===== src/rtl/fifo_pop_arbiter_pkg.sv =====
`default_nettype none
// fifo_pop_arbiter_pkg: transaction-layer state encodings, arbiter FSM encodings and helpers.
// Revision 1.0
package fifo_pop_arbiter_pkg;

  localparam logic [3:0] ST_RESET  = 4'b0001;
  localparam logic [3:0] ST_INIT   = 4'b0010;
  localparam logic [3:0] ST_IDLE   = 4'b0100;
  localparam logic [3:0] ST_ACTIVE = 4'b1000;

  localparam logic [1:0] FSM_OFF   = 2'd0;
  localparam logic [1:0] FSM_RUN   = 2'd1;
  localparam logic [1:0] FSM_PAUSE = 2'd2;

  function automatic logic [2:0] onehot8_idx(input logic [7:0] oh);
    logic [2:0] idx;
    idx = 3'd0;
    for (int i = 0; i < 8; i++) begin
      if (oh[i]) idx = 3'(i);
    end
    return idx;
  endfunction

endpackage
`default_nettype wire


===== src/rtl/fifo_pop_arbiter_if.sv =====
`default_nettype none
// fifo_pop_arbiter_if: VC FIFO heads, downstream credit return and forwarded-word bundle.
// Revision 1.0
interface fifo_pop_arbiter_if #(
  parameter int DATA_W = 10
);
  logic [3:0]          State;
  logic [2:0]          umbral_superior;
  logic [2:0]          umbral_inferior;
  logic [7:0]          empty;
  logic [8*DATA_W-1:0] data_in;
  logic                ds_pop;
  logic [7:0]          pop;
  logic [DATA_W-1:0]   data_out;
  logic                valid_out;
  logic [3:0]          count;
  logic                paused;

  modport master (
    output State, umbral_superior, umbral_inferior, empty, data_in, ds_pop,
    input  pop, data_out, valid_out, count, paused
  );

  modport slave (
    input  State, umbral_superior, umbral_inferior, empty, data_in, ds_pop,
    output pop, data_out, valid_out, count, paused
  );
endinterface
`default_nettype wire


===== src/rtl/fifo_pop_arbiter_rr.sv =====
`default_nettype none
// rr_arbiter8: grants the first requester after ptr, wrapping modulo 8; ptr itself is checked last.
// Revision 1.0
module rr_arbiter8 (
  input  logic [7:0] req,
  input  logic [2:0] ptr,
  output logic [7:0] grant
);
  logic [2:0] idx;
  logic       found;

  always_comb begin
    grant = 8'd0;
    found = 1'b0;
    idx   = 3'd0;
    for (int k = 1; k <= 8; k++) begin
      idx = ptr + 3'(k);
      if (!found && req[idx]) begin
        grant[idx] = 1'b1;
        found      = 1'b1;
      end
    end
  end
endmodule
`default_nettype wire


===== src/rtl/fifo_pop_arbiter.sv =====
`default_nettype none
// fifo_pop_arbiter: round-robin pops from eight show-ahead VC FIFOs into a threshold-paused downstream buffer.
// Revision 1.0
module fifo_pop_arbiter
  import fifo_pop_arbiter_pkg::*;
#(
  parameter int DATA_W = 10,
  parameter int DEPTH  = 8
) (
  input  logic              clk,
  input  logic              reset,
  fifo_pop_arbiter_if.slave bus
);
  localparam logic [3:0] DEPTH_C = 4'(DEPTH);

  logic [1:0]        fsm_q, fsm_d;
  logic [3:0]        count_q;
  logic [2:0]        ptr_q, grant_idx;
  logic [7:0]        grant, pop_w;
  logic [DATA_W-1:0] data_q;
  logic              valid_q, active, pause_hit, resume_hit;
  logic              grant_en, any_grant, drain, paused_w;

  assign active     = (bus.State == ST_ACTIVE);
  assign pause_hit  = (bus.umbral_superior != 3'd0) && (count_q >= {1'b0, bus.umbral_superior});
  assign resume_hit = (count_q <= {1'b0, bus.umbral_inferior});
  assign drain      = bus.ds_pop && (count_q != 4'd0);
  assign any_grant  = |pop_w;
  assign grant_idx  = onehot8_idx(pop_w);

  rr_arbiter8 u_rr (
    .req   (~bus.empty),
    .ptr   (ptr_q),
    .grant (grant)
  );

  always_ff @(posedge clk) begin
    if (reset) fsm_q <= FSM_OFF;
    else       fsm_q <= fsm_d;
  end

  always_comb begin
    fsm_d = fsm_q;
    case (fsm_q)
      FSM_OFF:   if (active) fsm_d = FSM_RUN;
      FSM_RUN:   if (!active) fsm_d = FSM_OFF;
                 else if (pause_hit) fsm_d = FSM_PAUSE;
      FSM_PAUSE: if (!active) fsm_d = FSM_OFF;
                 else if (resume_hit) fsm_d = FSM_RUN;
      default:   fsm_d = FSM_OFF;
    endcase
  end

  // A RUN cycle that is about to pause issues no pop, so occupancy stops at the threshold.
  always_comb begin
    grant_en = !reset && (fsm_q == FSM_RUN) && active && !pause_hit && (count_q < DEPTH_C);
    pop_w    = grant_en ? grant : 8'd0;
    paused_w = (fsm_q == FSM_PAUSE);
  end

  always_ff @(posedge clk) begin
    if (reset) begin
      valid_q <= 1'b0;
      data_q  <= '0;
      count_q <= 4'd0;
      ptr_q   <= 3'd7;
    end else begin
      valid_q <= any_grant;
      if (any_grant) begin
        data_q <= bus.data_in[grant_idx*DATA_W +: DATA_W];
        ptr_q  <= grant_idx;
      end
      case ({any_grant, drain})
        2'b10:   count_q <= count_q + 4'd1;
        2'b01:   count_q <= count_q - 4'd1;
        default: count_q <= count_q;
      endcase
    end
  end

  assign bus.pop       = pop_w;
  assign bus.data_out  = data_q;
  assign bus.valid_out = valid_q;
  assign bus.count     = count_q;
  assign bus.paused    = paused_w;
endmodule
`default_nettype wire


===== src/flat_wrapper.sv =====
// flat-port wrapper written by rule: the top's interface ports become plain ports
module fifo_pop_arbiter_flat import fifo_pop_arbiter_pkg::*;
#(
  parameter int DATA_W = 10,
  parameter int DEPTH  = 8
)
  (clk, reset, bus_State, bus_umbral_superior, bus_umbral_inferior, bus_empty, bus_data_in, bus_ds_pop, bus_pop, bus_data_out, bus_valid_out, bus_count, bus_paused);
  fifo_pop_arbiter_if #(.DATA_W(DATA_W)) bus_i ();
  input  logic clk;
  input  logic reset;
  input wire logic [$bits(bus_i.State)-1:0] bus_State;
  input wire logic [$bits(bus_i.umbral_superior)-1:0] bus_umbral_superior;
  input wire logic [$bits(bus_i.umbral_inferior)-1:0] bus_umbral_inferior;
  input wire logic [$bits(bus_i.empty)-1:0] bus_empty;
  input wire logic [$bits(bus_i.data_in)-1:0] bus_data_in;
  input wire logic [$bits(bus_i.ds_pop)-1:0] bus_ds_pop;
  output wire logic [$bits(bus_i.pop)-1:0] bus_pop;
  output wire logic [$bits(bus_i.data_out)-1:0] bus_data_out;
  output wire logic [$bits(bus_i.valid_out)-1:0] bus_valid_out;
  output wire logic [$bits(bus_i.count)-1:0] bus_count;
  output wire logic [$bits(bus_i.paused)-1:0] bus_paused;
  assign bus_i.State = bus_State;
  assign bus_i.umbral_superior = bus_umbral_superior;
  assign bus_i.umbral_inferior = bus_umbral_inferior;
  assign bus_i.empty = bus_empty;
  assign bus_i.data_in = bus_data_in;
  assign bus_i.ds_pop = bus_ds_pop;
  assign bus_pop = bus_i.pop;
  assign bus_data_out = bus_i.data_out;
  assign bus_valid_out = bus_i.valid_out;
  assign bus_count = bus_i.count;
  assign bus_paused = bus_i.paused;
  fifo_pop_arbiter #(.DATA_W(DATA_W), .DEPTH(DEPTH)) u_core (.clk(clk), .reset(reset), .bus(bus_i));
endmodule

===== config.mk =====
export PLATFORM = sky130hd
export DESIGN_NAME = fifo_pop_arbiter_flat
export DESIGN_NICKNAME = d
export VERILOG_FILES = /design/src/rtl/fifo_pop_arbiter_pkg.sv /design/src/rtl/fifo_pop_arbiter_if.sv /design/src/rtl/fifo_pop_arbiter_rr.sv /design/src/rtl/fifo_pop_arbiter.sv /design/src/flat_wrapper.sv
export SDC_FILE = /design/constraint.sdc
export NUM_CORES = 1
export LEC_CHECK = 0
export ABC_AREA = 1
export BUFFER_PORTS_ARGS = -buffer_cell sky130_fd_sc_hd__buf_2
export CORE_MARGIN = 2
export CORE_UTILIZATION = 55
export DETAILED_ROUTE_END_ITERATION = 10
export PLACE_DENSITY = 0.88
export SLEW_MARGIN = 20
export SYNTH_ARGS = -nofsm -noshare
export SYNTH_HDL_FRONTEND = slang
export SYNTH_SLANG_ARGS = --single-unit

===== constraint.sdc =====
create_clock -name clk -period 6.6 [get_ports clk]
set_input_delay 0 -clock clk [delete_from_list [all_inputs] [get_ports clk]]
set_output_delay 0 -clock clk [all_outputs]
set_load 0.02 [all_outputs]

* Word level (Yosys, flattened, before mapping)
Cells that the tools add are included.
** Cells by class
- Reductions and logical operators :: 36
- $lt $le $gt $ge :: 19
- $add $sub $neg :: 9
- Muxes and demuxes :: 62
- Shift operators :: 1
- Bitwise gates (word level) :: 8
- Equality and inequality tests :: 8
- $mul :: 1
- Div/mod/pow operators :: 0
** Operators by type and width (number)
- $shiftx A80 B8 Y10 :: 1
- $mux W8 :: 9
- $or A8 B8 Y8 :: 7
- $lt A3 B4 Y1 const B :: 8
- $bmux W1 S3 :: 8
- $demux W1 S3 :: 8
- $ge A3 B1 Y1 const B :: 8
- $mux W1 :: 24
- $logic_and A1 B1 Y1 :: 21
- $mux W2 :: 7
- $add A3 B3 Y3 const B :: 4
- $mux W3 :: 4
- $logic_not A1 Y1 :: 9
- $not A8 Y8 :: 1
- $pmux W4 S2 :: 1
- $reduce_or A8 Y1 :: 1
- $add A3 B2 Y3 const B :: 2
- $mul A3 B3 Y6 const B :: 1
- $ne A3 B3 Y1 const B :: 2
- $pmux W2 S3 :: 1
- $add A4 B1 Y4 const B :: 1
- $eq A2 B1 Y1 const B :: 2
- $eq A2 B2 Y1 const B :: 2
- $eq A4 B4 Y1 const B :: 1
- 11 further kinds :: 11
** Word-level totals
- Output and inout port bits :: 24
- Memory bits (read-only) :: 0
- Bits in writable memories :: 0
- Latch bits :: 0
- Register bits after elaboration :: 20
- Word-level logic and storage cells :: 149
- Memories :: 0

* Longest topological paths before layout
Gate-level depths: netlist (run 1).
- Word-level depth :: 35
- Depth in mapped cells :: 34
- Depth with buffers taken out :: 31

* Modules after synthesis
A second synthesis (run 1) with hierarchy kept.
** Second synthesis, totals
- Cells, all modules :: 634
- Area total of the unflattened synthesis :: 3504.6 µm²
** By module, submodules not included
- fifo_pop_arbiter :: times used 1, cells each 397, area an instance 2275.9 µm², sequential area each 400.4 µm²
- rr_arbiter8 :: times used 1, cells each 237, area an instance 1228.7 µm², sequential area each 0.0 µm²

* Least setup slack after synthesis (run 1)
Ideal clock, no wire load.
- Path type :: register to register
- Start point :: register u_core.ptr_q[0]
- End point :: register u_core.count_q[3] (netlist: u_core.bus.count[3])
- Required time :: 6.530 ns
- Stages on the path, launching flop included :: 33
- Path slack :: 2.308 ns
- Path buffers :: 4
- Arrival :: 4.222 ns
- Library setup time :: 0.070 ns
- Cells stage by stage :: dfxtp_1 -> inv_2 -> buf_4 -> clkbuf_1 -> ha_1 -> buf_2 -> inv_2 -> nand3_1 -> nand3_1 -> nand2_4 -> nand2_4 -> nor2_8 -> nand2_4 -> nor3_4 -> nand3_1 -> nand3_2 -> nand2_4 -> nand2_1 -> inv_2 -> nand2_2 -> inv_2 -> nand2_4 -> inv_2 -> buf_4 -> ha_1 -> ha_1 -> nand2_1 -> nor2_1 -> a211oi_1 -> o21ai_0 -> a21oi_1 -> o21ai_0 -> a21oi_1
** On the way
- Word-level cells in the longest chain between the ends :: 29
- Elaborated cells on any way between the ends :: 105
- Classes of those cells :: 7 x add/sub; 16 x order compare; 2 x eq/ne; 49 x mux; 7 x bitwise; 24 x reduce/logical
** RTL lines
- start: declaration :: line fifo_pop_arbiter.sv:18 : logic [2:0] ptr_q, grant_idx;
- start signal: assignment :: line fifo_pop_arbiter.sv:71 : ptr_q <= grant_idx;
- branches (longest 24 deep; another with $lt A3 B4 Y1)
- $mux W8 (*) :: line fifo_pop_arbiter_rr.sv:18 : if (!found && req[idx]) begin
- $mux W8 (*) :: line fifo_pop_arbiter.sv:57 : pop_w = grant_en ? grant : 8'd0;
- $reduce_or A8 Y1 (*) :: line fifo_pop_arbiter.sv:28 : assign any_grant = |pop_w;
- $eq A2 B1 Y1 or $eq A2 B2 Y1 (tied branches) :: line fifo_pop_arbiter.sv:73 : case ({any_grant, drain})
- $pmux W4 S2 or $reduce_bool A2 Y1 (tied branches)
- end signal: assignment :: line fifo_pop_arbiter.sv:74 : 2'b10: count_q <= count_q + 4'd1;
- end signal: assignment :: line fifo_pop_arbiter.sv:75 : 2'b01: count_q <= count_q - 4'd1;
- end signal: assignment :: line fifo_pop_arbiter.sv:76 : default: count_q <= count_q;
- end: declaration :: line fifo_pop_arbiter.sv:17 : logic [3:0] count_q;
Mark *: on every way between the ends. The select of a mux whose other input is x is not followed.
A chain may end at the register's enable or synchronous reset.

* Worst setup path in the final report (run 1)
- Start point :: register u_core.ptr_q[1]
- End point :: register u_core.count_q[3] (netlist: u_core.bus.count[3])
Same word-level chain as after synthesis.

==> results of run 1 <==
worst paths after layout:
check / from / endpoint
max reg2reg: u_core.ptr_q[1]$_SDFFE_PP1P_ / u_core.bus.count[3]$_SDFFE_PP0P_
min reg2reg: u_core.bus.data_out[8]$_SDFFE_PP0P_ / u_core.bus.data_out[8]$_SDFFE_PP0P_
min: bus_State[2] / u_core.fsm_q[0]$_SDFFE_PP0P_
max: u_core.ptr_q[1]$_SDFFE_PP1P_ / u_core.bus.count[3]$_SDFFE_PP0P_
sequential cells by signal, indices dropped and copies added (netlist names):
register and cells:
u_core.fsm_q 2, u_core.ptr_q 3, u_core.bus.count 4, u_core.bus.data_out 10
u_core.bus.valid_out 1
critical path: cells and delay by family, from the launching register on:
kind	cells	cell delay, ns
AO/OA/AOI/OAI	5	0.82
adder cells (fa/ha/maj)	3	1.22
buffers and inverters	5	0.62
flip-flops	1	0.47
AND/OR/NAND/NOR	17	2.15
final cells by class:
type	instances	area, sq um	area share, %
multi-input combinational	463	2332	59.34
inverter	105	395.4	10.06
tap	75	93.84	2.388
sequential	20	400.4	10.19
clock buffer	4	55.05	1.401
timing repair buffer	128	653.1	16.62
cell usage in the layout, fill, tap and decap left out, types with 3 or more instances in the layout:
| cell type | n |
|---|---|
| ha_1 | 15 |
| inv_1 | 95 |
| nor2_2 | 4 |
| inv_2 | 9 |
| nand2_1 | 171 |
| nor3_1 | 15 |
| buf_2 | 124 |
| nand3_1 | 155 |
| nor2_1 | 36 |
| nand2_2 | 6 |
| o21ai_0 | 13 |
| dfxtp_1 | 20 |
| nand4_1 | 9 |
| a21oi_1 | 10 |
| nand2_4 | 5 |
| buf_4 | 3 |
| clkbuf_8 | 4 |
stage by stage:
stage               std cells  cell area (sq um)  worst slack, ns  total power, mW  hold WS, ns
global placement          790               3865            1.659           0.3324       0.2184
finish                    795               3930            1.251           0.4465       0.1704
global route              795               3930           0.6817           0.4801       0.1997
floorplan                 613               3253            2.308           0.2719      0.06907
detailed placement        790               3865            1.346           0.3428       0.2574
CTS                       795               3930            1.321           0.4369       0.1523
power groups by stage:
stage / registers, mW / logic, mW / clock network (mW)
2_1_floorplan: 0.152 / 0.120 / 0
3_3_place_gp: 0.145 / 0.188 / 0
3_5_place_dp: 0.145 / 0.197 / 0
4_1_cts: 0.143 / 0.199 / 0.0954
5_1_grt: 0.145 / 0.235 / 0.100
6_report: 0.144 / 0.207 / 0.0960
repair_timing:
item / 4_1_cts / 5_1_grt
endpoints found under the hold margin: 1 / 0
gates resized for setup: 0 / 0
hold buffers: 1 / 0
kinds of logic after synthesis:
family / count (synthesis)
adder cells (fa/ha/maj): 16
AND/OR/NAND/NOR: 412
flip-flops: 20
buffers and inverters: 130
AO/OA/AOI/OAI: 34
XOR/XNOR: 1
metal layers:
| layer | GRT usage [%] | vias to the layer above | part of all wire, % | wire [um] |
|---|---|---|---|---|
| met1 | 44.23 | 1963 | 43 | 4715 |
| met3 | 2.667 | 25 | 7.1 | 780 |
| met2 | 55.54 | 215 | 48 | 5285 |
| met4 | 10.34 | 0 | 2.3 | 258 |
| li1 | - | 2190 | - | - |
| met5 | 0 | - | 0 | 0 |
==> reports/qor.txt, run 1 <==
Hold path depth: 5
Die Height: 80.91 um
Initial antenna violation count: 0
Largest family of logic cells by synthesized area: simple AND/OR/NAND/NOR gates
Slowest stage delay, CP: 0.63 ns
Root Driver: clkbuf_8
Synth top area share: 23.85%
RSZ-0062 raised after global routing: no
Worst setup SP type: flop
Rows: 28
Number of buffers added on ports: 124
Simple-gate portion of the synthesized area: 59.00%
Reg-to-reg slack, setup: 1.25 ns
Final setup violating endpoints: 0
Synthesis-to-layout area growth: 20.81%
Multiplexer share of the synthesized area: 0%
Area contributors post-synth: nand3_1, nand2_1, dfxtp_1
Crit path top cell by count: nand2_4
Yosys warnings: 0
Worst path slowest cell: ha_1
Core area: 5816 sq um
Cell taking the most area after synthesis: nand3_1
Peak fanout along the critical path: 44
Status: complete, no violations
Sink Count: 20
CTS tree: yes
H-tree depth: 1
Grt ovf: 0
Total GRT Usage: 32.83%
Post-synth EDFFs: 0
Sequential element share of the synthesized area: 12.31%
Max-Cap Viols: 0
Insertion delay to the later sink of the worst-skew pair: 0.26 ns
Vias/cell: 5.526
Placer congestion estimate: 1.041
Ports: 125
Pre-antenna DRT Iters: 5
Clock tree buffer depth: 2
CP Data Arrival Time: 5.55 ns
Worst slew pin tran: 0.7318 ns
Sw frac: 39.49%
Post-synthesis compound-gate area fraction: 6.038%
Syn_nets: 730
Most numerous cell in the Yosys netlist: nand2_1
Inserted Clock Buffers: 3
Largest net degree at the start of global routing: 45
Reg clk slew, reported paths: 0.08 ns
Final hold vios: 0
Via count: 4393
Nets@finish: 838
Post-Synthesis Cells: 613
Comb power frac: 46.3%
Main synth FF type: dfxtp_1
Minimum clock period: 5.349 ns
Syn_area_per_cell: 5.307 sq um
ANT cells: 0
Sequential Power Share: 32.2%
Crit path capture type: flop
DRT Wirelength: 11040 um
DP HPWL: 8610 um
Post-Synth Adder-Cell Area: 6.385%
Area share of xor/xnor cells in the synthesized design: 0.2692%
First-pass GRT wire length: 17310 um
Cell variety after synth: 38
Switching Power: 0.1763 mW
# Post-CTS Setup Buffers: 0
Max IR drop VDD: 0.2649 mV
Die area: 6546 sq um
F_max: 186.9 MHz
Ys async rst share: 0%
Clock power frac: 21.5%
P_leak: 2.452 nW
Sum Neg Setup Slack: 0 ns
Die X: 80.91 um
Final core occ: 67.58%
# fillers: 555
DR DRC count: 0
Worst R2R Path Depth: 30
Hold crit path type: input port to flop
Initial DRC Count: 419
Pint: 0.2702 mW
FF+latch count, synth: 20
Clock skew: 0.004990 ns
Layout cell share with drive strength beyond 1: 22.78%
Power density over the cells: 113.6 nW/um^2
Critical path type: flop to flop
Final Max Tran Viols: 0
Cell area after synthesis: 3253 sq um
Final ANT Viol Nets: 0
Fin crit share: 81.05%
Vias in the first global route: 3864
Post-DR wirelength/cell: 13.89 um
Crit path required time: 6.80 ns
Starting Density: 55.94%
Slew margin rel.: 50.95%
Commonest cells post-synth: nand2_1, nand3_1, inv_1, nor2_1, dfxtp_1
No activity file was read; power rests on OpenSTA's default activity.
==> inputs of run 2 (changes only) <==
--- a/config.mk
+++ b/config.mk
@@ -5,12 +5,12 @@
 export SDC_FILE = /design/constraint.sdc
 export NUM_CORES = 1
 export LEC_CHECK = 0
-export ABC_AREA = 1
+export ABC_AREA = 0
 export BUFFER_PORTS_ARGS = -buffer_cell sky130_fd_sc_hd__buf_2
 export CORE_MARGIN = 2
-export CORE_UTILIZATION = 55
+export CORE_UTILIZATION = 45
 export DETAILED_ROUTE_END_ITERATION = 10
-export PLACE_DENSITY = 0.88
+export PLACE_DENSITY = 0.78
 export SLEW_MARGIN = 20
 export SYNTH_ARGS = -nofsm -noshare
 export SYNTH_HDL_FRONTEND = slang
==> constraint.sdc (replaced) <==
create_clock -name clk -period 4.81 [get_ports clk]
set_input_delay 0 -clock clk [delete_from_list [all_inputs] [get_ports clk]]
set_output_delay 0 -clock clk [all_outputs]
set_load 0.02 [all_outputs]
==> reports/qor.txt, run 2 <==
Status: complete, no violations (unchanged)
Crit path required time: 5.01 ns (was 6.80 ns)
Max-Cap Viols: 0 (unchanged)
Placed inst area: 3913 sq um (was 3865 sq um)
Final setup violating endpoints: 0 (unchanged)
Core area: 6794 sq um (was 5816 sq um)
Initial DRC Count: 222 (was 419)
Slowest stage delay, CP: 0.61 ns (was 0.63 ns)
Total GRT Usage: 29.80% (was 32.83%)
Cell taking the most area after synthesis: mux2i_1 (was nand3_1)
Post-Synthesis Cells: 383 (was 613)
Sequential element share of the synthesized area: 12.73% (was 12.31%)
F_max: 217.2 MHz (was 186.9 MHz)
Die X: 87.61 um (was 80.91 um)
Rows: 30 (was 28)
Post-DR wirelength/cell: 19.39 um (was 13.89 um)
Power density over the cells: 122.6 nW/um^2 (was 113.6 nW/um^2)
Final ANT Viol Nets: 0 (unchanged)
Largest register FFs: 10 (unchanged)
Synthesis-to-layout area growth: 27.49% (was 20.81%)
Starting Density: 46.30% (was 55.94%)
Hold crit path type: input port to flop (unchanged)
Worst slew pin tran: 1.032 ns (was 0.7318 ns)
Critical path type: flop to flop (unchanged)
ANT cells: 0 (unchanged)
Max IR drop VDD: 0.1343 mV (was 0.2649 mV)
Area contributors post-synth: mux2i_1, dfxtp_1, ha_1 (was nand3_1, nand2_1, dfxtp_1)
Vias/cell: 6.099 (was 5.526)
Peak fanout along the critical path: 7 (was 44)
Multi-input gate area in the final layout: 2549 sq um (was 2332 sq um)
Worst path bufs/invs: 1 (was 5)
Commonest cells after routing, fill and taps aside: buf_2, mux2i_1, nand2_1, nor2_1, inv_1 (was nand2_1, nand3_1, buf_2, inv_1, nor2_1)
Syn_area_per_cell: 8.213 sq um (was 5.307 sq um)
RSZ-0062 raised after global routing: no (unchanged)
CTS Hold Bufs: 0 (was 1)
Sum Neg Setup Slack: 0 ns (unchanged)
Clock skew: 0.001087 ns (was 0.004990 ns)
Largest net degree at the start of global routing: 32 (was 45)
Insertion delay to the later sink of the worst-skew pair: 0.27 ns (was 0.26 ns)
Commonest cells post-synth: mux2i_1, nand2_1, nor2_1, inv_1 (was nand2_1, nand3_1, inv_1, nor2_1, dfxtp_1)
DRT Wirelength: 11730 um (was 11040 um)
Final worst slack: 0.2049 ns (was 1.251 ns)
Worst path slowest cell: mux4_2 (was ha_1)
FF+latch count, synth: 20 (unchanged)
Crit path capture type: flop (unchanged)
Post-synth EDFFs: 0 (unchanged)
Slew margin rel.: 30.84% (was 50.95%)
Final Cell Area: 4010 sq um (was 3930 sq um)
Cell area after synthesis: 3146 sq um (was 3253 sq um)
Clock tree buffer depth: 2 (unchanged)
Root Driver: clkbuf_8 (unchanged)
Via count: 3690 (was 4393)
Main synth FF type: dfxtp_1 (unchanged)
Sink Count: 20 (unchanged)
CP cell instances: inv_1 -> ha_2 -> mux4_2 -> o22ai_1 -> o22a_2 -> or2_1 -> o22ai_1 -> a211o_1 -> or2_2 -> o31ai_4 -> ha_2 -> ha_1 -> a21o_1 -> a21oi_1 -> xnor2_1 -> or3_1 -> a21oi_1
Fin crit share: 95.74% (was 81.05%)
Die Height: 87.61 um (was 80.91 um)
Pre-antenna DRT Iters: 5 (unchanged)
Nets@finish: 627 (was 838)
Ys async rst share: 0% (unchanged)
First-pass GRT wire length: 17690 um (was 17310 um)
Die area: 7675 sq um (was 6546 sq um)
Vias in the first global route: 3532 (was 3864)
DP HPWL: 9418 um (was 8610 um)
Placer congestion estimate: 1.001 (was 1.041)
Initial antenna violation count: 0 (unchanged)
Final hold vios: 0 (unchanged)
CP Data Arrival Time: 4.81 ns (was 5.55 ns)
Synth top area share: 13.68% (was 23.85%)
Syn_nets: 500 (was 730)
Storage element area: 400.4 sq um (unchanged)
Final Max Tran Viols: 0 (unchanged)
Most common cell after layout, fill and taps aside: buf_2 (was nand2_1)
Reg clk slew, reported paths: 0.08 ns (about the same)
CTS tree: yes (unchanged)
# fillers: 632 (was 555)
Inserted Clock Buffers: 3 (unchanged)
Number of buffers added on ports: 124 (unchanged)
DR DRC count: 0 (unchanged)
Yosys warnings: 0 (unchanged)
Layout cell share with drive strength beyond 1: 37.92% (was 22.78%)
H-tree depth: 1 (unchanged)
Minimum clock period: 4.605 ns (was 5.349 ns)
Design Power: 0.4915 mW (was 0.4465 mW)
P_leak: 1.962 nW (was 2.452 nW)
CP top delay family: compound AO/OA/AOI/OAI gates (was simple AND/OR/NAND/NOR gates)
Most numerous cell in the Yosys netlist: mux2i_1 (was nand2_1)
Reg-to-reg slack, setup: 0.20 ns (was 1.25 ns)
Cell variety after synth: 70 (was 38)
Pre-CTS setup slack: 0.1674 ns (was 1.346 ns)
Ports: 125 (unchanged)
Worst setup SP type: flop (unchanged)
Grt ovf: 0 (unchanged)
==> run 2: through the flow <==
stage,instances,utilization [%],hold WS [ns]
final,605,59.02,0.06337
after global routing,605,59.02,0.09227
after CTS,603,58.64,0.06676
after detailed placement,599,57.59,0.3416
after global placement,599,57.59,0.3377
after floorplan,383,-,0.2314
==> run 2: area by class of cell <==
| class | count | area share (%) |
|---|---|---|
| multi-input combinational | 317 | 63.56 |
| timing repair buffer | 142 | 19.25 |
| sequential | 20 | 9.984 |
| tap | 96 | 2.995 |
| inverter | 26 | 2.434 |
| clock buffer | 3 | 1.030 |
| clock inverter | 1 | 0.7488 |
==> run 2: metal layers <==
| metal | part of all wire, % | global-route usage, % | wire (um) |
|---|---|---|---|
| met1 | 35 | 31.80 | 4056 |
| met2 | 53 | 57.71 | 6250 |
| met3 | 7.4 | 3.205 | 864 |
| met4 | 4.8 | 14.13 | 558 |
| met5 | 0 | 0 | 0 |
==> run 2: repair_timing <==
action | in CTS | in global routing
setup buffers | 0 | 2
gates resized for setup | 0 | 5
endpoints found under the setup margin | 0 | 1
==> run 2: path summary, 6_finish.rpt <==
kind / startpoint / end / depth (start not counted)
worst max-delay path: u_core.ptr_q[1]$_SDFFE_PP1P_ / u_core.bus.count[3]$_SDFFE_PP0P_ / 17
worst min-delay path: bus_data_in[70] / u_core.bus.data_out[0]$_SDFFE_PP0P_ / 4
worst min register to register: u_core.fsm_q[0]$_SDFFE_PP0P_ / u_core.fsm_q[1]$_SDFFE_PP0P_ / 2
worst max register to register: u_core.ptr_q[1]$_SDFFE_PP1P_ / u_core.bus.count[3]$_SDFFE_PP0P_ / 17
==> run 2: cell families after synthesis <==
logic type	synth area share, %
AO/OA/AOI/OAI	24.70
multiplexers	24.58
adder cells (fa/ha/maj)	6.603
XOR/XNOR	2.148
flip-flops	12.73
buffers and inverters	6.642
AND/OR/NAND/NOR	22.59
==> run 2: worst register-to-register path: stages, from the launching register on <==
cell	delay, ns
dfxtp_1	0.33
inv_1	0.09
ha_2	0.41
mux4_2	0.61
o22ai_1	0.19
o22a_2	0.26
or2_1	0.19
o22ai_1	0.10
a211o_1	0.31
or2_2	0.36
o31ai_4	0.26
ha_2	0.24
ha_1	0.23
a21o_1	0.18
a21oi_1	0.21
xnor2_1	0.11
or3_1	0.31
a21oi_1	0.14
==> run 2: where the power goes <==
part	switching (mW)	total, mW	internal [mW]
clock network	0.0618	0.173	0.111
registers	0.000272	0.166	0.166
logic	0.0798	0.153	0.0728
